### src/rtl/tdc_tx_framer.sv
// tdc_tx_framer
//   Frames 24-bit TDC words into a byte stream for an 8b10b encoder.
//   After reset a run of SYNC_LEN comma characters is sent. After that the
//   link idles on commas and sends each queued word as three data bytes,
//   most significant byte first. A comma is forced after at most KEEPALIVE
//   back-to-back words so the receiver keeps its alignment.
//
// Ports
//   WCLK       in   1   byte clock (sole clock)
//   RESET      in   1   synchronous, active-high reset
//   enable     in   1   allow data transmission (0: commas only)
//   data_in    in  24   TDC word
//   data_valid in   1   data_in valid
//   data_ready out  1   input FIFO can accept a word this cycle
//   tx_byte    out  8   byte to the encoder
//   tx_k       out  1   tx_byte is a control character
//   sync_done  out  1   initial comma run finished
//   word_cnt   out 16   words transmitted (saturating)
//   lost_cnt   out  8   words offered while not ready (saturating)
module tdc_tx_framer #(
  parameter int          SYNC_LEN  = 32,
  parameter int          KEEPALIVE = 16,
  parameter logic [7:0]  COMMA     = 8'hBC,
  parameter int          ASIZE     = 2
) (
  input  logic        WCLK,
  input  logic        RESET,
  input  logic        enable,
  input  logic [23:0] data_in,
  input  logic        data_valid,
  output logic        data_ready,
  output logic [7:0]  tx_byte,
  output logic        tx_k,
  output logic        sync_done,
  output logic [15:0] word_cnt,
  output logic [7:0]  lost_cnt
);

  localparam int DATA_W = 24;
  localparam int DEPTH  = 2**ASIZE;
  localparam int SW     = $clog2(SYNC_LEN + 1);
  localparam int RW     = $clog2(KEEPALIVE + 1);

  typedef enum logic [2:0] {SYNC, IDLE, B0, B1, B2} state_t;

  function automatic logic [15:0] sat_inc16(input logic [15:0] v);
    return (v == 16'hFFFF) ? v : v + 16'd1;
  endfunction

  function automatic logic [7:0] sat_inc8(input logic [7:0] v);
    return (v == 8'hFF) ? v : v + 8'd1;
  endfunction

  state_t            state;
  logic [DATA_W-1:0] mem [DEPTH];
  logic [ASIZE:0]    wptr, rptr;
  logic [ASIZE:0]    occ, occ_next;
  logic              empty, push, pop, can_send;
  logic [DATA_W-1:0] word_p0;
  logic [SW-1:0]     sync_cnt;
  logic [RW-1:0]     run_cnt, run_next;

  // Pointers carry one extra bit so full (difference DEPTH) and empty
  // (difference 0) are distinguishable; the difference is the occupancy.
  assign occ      = wptr - rptr;
  assign empty    = (wptr == rptr);
  assign push     = data_valid & data_ready;
  assign can_send = !empty && enable;
  assign run_next = run_cnt + 1'b1;

  // A word is popped either leaving IDLE or chaining straight from B2; the
  // chained case stops once the run reaches KEEPALIVE so a comma goes out.
  always_comb begin
    pop = 1'b0;
    if (state == IDLE)
      pop = can_send;
    else if (state == B2)
      pop = can_send && (run_next < RW'(KEEPALIVE));
  end

  assign occ_next = occ + {{ASIZE{1'b0}}, push} - {{ASIZE{1'b0}}, pop};

  // FIFO storage and the word being serialised carry no reset: pointers
  // and state decide whether their contents are ever used.
  always_ff @(posedge WCLK) begin
    if (push)
      mem[wptr[ASIZE-1:0]] <= data_in;
    if (pop)
      word_p0 <= mem[rptr[ASIZE-1:0]];
  end

  // Control FSM and registered outputs. tx_byte is the byte emitted by the
  // state that was current before the edge, so a pop on leaving IDLE puts
  // the first data byte out one edge later.
  always_ff @(posedge WCLK) begin
    if (RESET) begin
      state      <= SYNC;
      tx_byte    <= COMMA;
      tx_k       <= 1'b1;
      sync_done  <= 1'b0;
      data_ready <= 1'b0;
      word_cnt   <= '0;
      lost_cnt   <= '0;
      wptr       <= '0;
      rptr       <= '0;
      sync_cnt   <= '0;
      run_cnt    <= '0;
    end else begin
      data_ready <= (occ_next < (ASIZE+1)'(DEPTH));
      if (push)
        wptr <= wptr + 1'b1;
      if (pop)
        rptr <= rptr + 1'b1;
      if (data_valid && !data_ready)
        lost_cnt <= sat_inc8(lost_cnt);

      case (state)
        SYNC: begin
          tx_byte <= COMMA;
          tx_k    <= 1'b1;
          if (sync_cnt == SW'(SYNC_LEN - 1)) begin
            state     <= IDLE;
            sync_done <= 1'b1;
          end else begin
            sync_cnt <= sync_cnt + 1'b1;
          end
        end
        IDLE: begin
          tx_byte <= COMMA;
          tx_k    <= 1'b1;
          run_cnt <= '0;
          if (can_send)
            state <= B0;
        end
        B0: begin
          tx_byte <= word_p0[23:16];
          tx_k    <= 1'b0;
          state   <= B1;
        end
        B1: begin
          tx_byte <= word_p0[15:8];
          tx_k    <= 1'b0;
          state   <= B2;
        end
        B2: begin
          tx_byte  <= word_p0[7:0];
          tx_k     <= 1'b0;
          word_cnt <= sat_inc16(word_cnt);
          if (pop) begin
            run_cnt <= run_next;
            state   <= B0;
          end else begin
            run_cnt <= '0;
            state   <= IDLE;
          end
        end
        default: begin
          tx_byte <= COMMA;
          tx_k    <= 1'b1;
          state   <= SYNC;
        end
      endcase
    end
  end

endmodule
### config.mk
export PLATFORM = sky130hd
export DESIGN_NAME = tdc_tx_framer
export DESIGN_NICKNAME = d
export VERILOG_FILES = /design/src/rtl/tdc_tx_framer.sv
export SDC_FILE = /design/constraint.sdc
export NUM_CORES = 1
export LEC_CHECK = 0
export CAP_MARGIN = 25
export CORE_UTILIZATION = 59
export CTS_BUF_LIST = sky130_fd_sc_hd__clkbuf_8
export CTS_CLUSTER_SIZE = 8
export DETAILED_ROUTE_END_ITERATION = 8
export PLACE_DENSITY = 0.8
export SETUP_SLACK_MARGIN = 0.15
export SLEW_MARGIN = 20
export SYNTH_ARGS = -nofsm -noshare
export SYNTH_HDL_FRONTEND = slang
export SYNTH_SLANG_ARGS = --single-unit
export TNS_END_PERCENT = 100
### constraint.sdc
create_clock -name WCLK -period 4.7 [get_ports WCLK]
set_clock_uncertainty 0.1 [all_clocks]
set_input_delay 1.41 -clock WCLK [delete_from_list [all_inputs] [get_ports WCLK]]
set_output_delay 1.41 -clock WCLK [all_outputs]
set_load 0.02 [all_outputs]
==> impl_metrics.toml <==
[power]
powerDensity_nw_per_um2 = 390
power_frac_seq_pct = 56.1
netSwitchingFraction_pct = 25.0
worst_ir_drop_vdd_uv = 392
power_uw = 3180
power_switching_uw = 796
leakage_uw = 0.00267
share_comb_of_total_power_pct = 11.1
power.clock.fraction_pct = 32.8
intPower_uw = 2390

[logic_synthesis]
yosysWarningCount = 0
synth_seq_cells = 175
async_flop_share_pct = 0
leading_cell_type_by_number_of_instances_after_synthesis = "edfxtp_1"
top_cells_by_instance_count_after_synthesis = "edfxtp_1, dfxtp_1, nor2_1, mux4_2, xnor2_1"
netlist_area_sq_um = 6990
synth_flop_cell = "edfxtp_1"
yosys.area.top_type_share_pct = 51.6
synth_enable_flop_cells = 120
synth_top_area_cell = "edfxtp_1"
synth_cell_types = 59
synthesis.area_per_instance_sq_um = 15.4
syn-num-nets = 494
synth.yosys.seq_area_share_pct = 67.3
post_synth_inst_count = 455
synth_top_cells_by_area = "edfxtp_1, dfxtp_1, mux4_2"

[critical_path]
rr_startpoint = "rptr[1]$_SDFFE_PP0N_"
master_of_the_slowest_instance_on_the_critical_path = "fa_1"
crit_path_max_fo = 5
worst-r2r-setup-slack_ps = 1700
crit_required_ps = 4950
critical_path_depth = 10
max_stage_delay_ps = 490
crit_family = "adder cells"
crit_chain = "clkdlybuf4s50_1 -> clkinv_1 -> a311oi_2 -> and2b_1 -> inv_2 -> fa_1 -> fa_1 -> nand4_1 -> xnor2_1 -> nor2_1"
category_of_the_most_critical_setup_path = "primary input to flop"
worstPathArrival_ps = 3850
cp_num_buf_inv = 3
timing.rr.end = "data_ready$_SDFF_PP0_"
cp-start-kind = "primary input"
cp-end-kind = "flop"
timing.critical_path.mode_cell = "fa_1"
reg2regPathDepth = 10

[cts]
clockRootBuffer = "clkbuf_8"
cts_post_setup_buffers_inserted = 0
cts_made_buffers = 17
worst_skew_pair.late_latency_ps = 470
clkSinkCount = 175
clock_h_tree_levels = 4
clockBufferDepth = 2
clock_transition_at_the_registers_of_the_reported_paths_ps = 90
ctsResizeCount = 0
tritoncts = "built"
cts_hold_repair.buffers = 0

[grt]
first_global_vias = 3938
antenna_found_initial = 0
globalRouteTotalUtil_pct = 21.4
grt_start_max_net_pins = 32
grt_first_pass_wirelength_um = 19700
grt_overflow = 0

[sta]
min_period_ps = 3600
slew_violations = 0
slew-limit-headroom_pct = 35.9
timing.final.crit_share_pct = 76.7
rsz_0062_raised_after_global_routing = "no"
setup_tns_ps = 0
report.final.setup_viol = 0
max_slew.worst_pin.slew_ps = 957
clock.fmax_mhz = 278
final_hold_viol_count = 0

[finish]
fraction_of_final_layout_cells_sized_beyond_drive_strength_1_pct = 16.1
final_nets = 566
antenna-diode-count = 0
syn2layout_area_growth_pct = 16.9

[floorplan]
pin_count = 63
initial_utilization_pct = 60.9
die-height_um = 111
floorplan.die_area_sq_um = 12300
core_area_sq_um = 11500
num_rows = 39
die_width_um = 111

[placement]
place.gp.congestion = 0.880
detailed_place_hpwl_um = 7660
io_buffer_count = 62

[min_path]
hold_class = "flop to flop"
hold-path-cell-count = 1
holdCritStartpoint = "word_p0[2]$_DFFE_PN_"
hold_path_end = "tx_byte[2]$_SDFF_PP1_"

[status]
run_status = "complete, no violations"

[routing]
detail-route-antenna-nets = 0
routed_wirelength_um = 12100
drt_iter0_markers = 320
drt_pre_antenna_iters = 4
routed_via_density = 5.87
highest_layer = "met4"
detailroute.via_count = 4009
drt-met1-wl_um = 5170
route.detailed.drc = 0
wl_met3_um = 585
met2_length_um = 6220
routed_wire_length_per_instance_um = 17.8

[job]
max-cap-violations = 0
-- cell families (layout without fill, tap and decap cells) --
| logic type | after synthesis | count (layout) | share of synthesized area [%] |
|---|---|---|---|
| flip-flops | 175 | 175 | 67.3 |
| AO/OA/AOI/OAI | 40 | 40 | 4.08 |
| AND/OR/NAND/NOR | 132 | 132 | 10.9 |
| multiplexers | 36 | 36 | 9.62 |
| buffers and inverters | 30 | 115 | 1.93 |
| adder cells (fa/ha/maj) | 11 | 11 | 2.19 |
| XOR/XNOR | 31 | 31 | 3.89 |
-- metal layers --
layer	vias up	track usage, %
met3	16	5.63
met5	-	0
met2	118	36.6
li1	1868	-
met4	0	7.91
met1	2007	26.1
-- placed cells by master (no fill, tap or decap), drive strengths merged, types with 2 or more instances in the layout --
cell,Yosys,routed
nor3b,3,3
nor4,7,7
mux4,24,24
clkbuf,9,18
nand2b,5,5
or2,2,2
nand2,15,15
a31oi,3,3
o21ai,7,7
inv,11,18
clkdlybuf4s50,0,62
a41oi,4,4
clkinv,1,6
buf,9,9
edfxtp,120,120
mux2,9,9
nand4b,2,2
nor2b,2,2
mux2i,3,3
xor2,11,11
nand3,10,10
a21oi,9,9
a211oi,2,2
bufinv,0,2
nor2,47,47
a22oi,4,4
and3,8,8
nor4b,2,2
o22ai,2,2
nor3,8,8
xnor2,20,20
nand4,11,11
fa,2,2
a221o,5,5
dfxtp,55,55
ha,9,9
or3,4,4
-- area by class of cell --
| class | instances | area, sq um |
|---|---|---|
| repair buffers | 71 | 688 |
| multi-input cells | 250 | 2150 |
| inverters | 12 | 45.0 |
| well taps | 143 | 179 |
| flip-flops and latches | 175 | 4710 |
| clock buffers | 18 | 248 |
| fillers | 733 | 3300 |
| clock inverters | 14 | 158 |
-- flip-flops by register name, summed over array words and instances (netlist names) --
signal / flops
data_ready: 1
lost_cnt: 8
mem: 96
rptr: 3
run_cnt: 5
state: 3
sync_cnt: 6
sync_done: 1
tx_byte: 8
tx_k: 1
word_cnt: 16
word_p0: 24
wptr: 3
-- metrics by stage --
step           setup slack (ps)  utilization [%]  area [sq um]  hold slack (ps)  cells
2_1_floorplan               699                -          6990              349    455
3_3_place_gp                731             67.7          7760              355    651
3_5_place_dp                652             67.7          7760              361    651
4_1_cts                    1120             71.2          8170              383    683
5_1_grt                     987             71.2          8170              393    683
6_report                   1100             71.2          8170              380    683
-- worst max-delay path by stage --
stage,startpoint,to
finish,enable,data_ready$_SDFF_PP0_
global route,enable,data_ready$_SDFF_PP0_
CTS,enable,data_ready$_SDFF_PP0_
detailed placement,enable,data_ready$_SDFF_PP0_
global placement,enable,data_ready$_SDFF_PP0_
floorplan,enable,data_ready$_SDFF_PP0_
-- power by group through the flow --
stage               registers (uW)  clock network [uW]  logic, uW
finish                        1790                1040        352
global route                  1800                1120        386
CTS                           1790                1060        355
detailed placement            1820                   0        352
global placement              1820                   0        341
floorplan                     1800                   0        251
No activity file was read; power rests on OpenSTA's default activity.
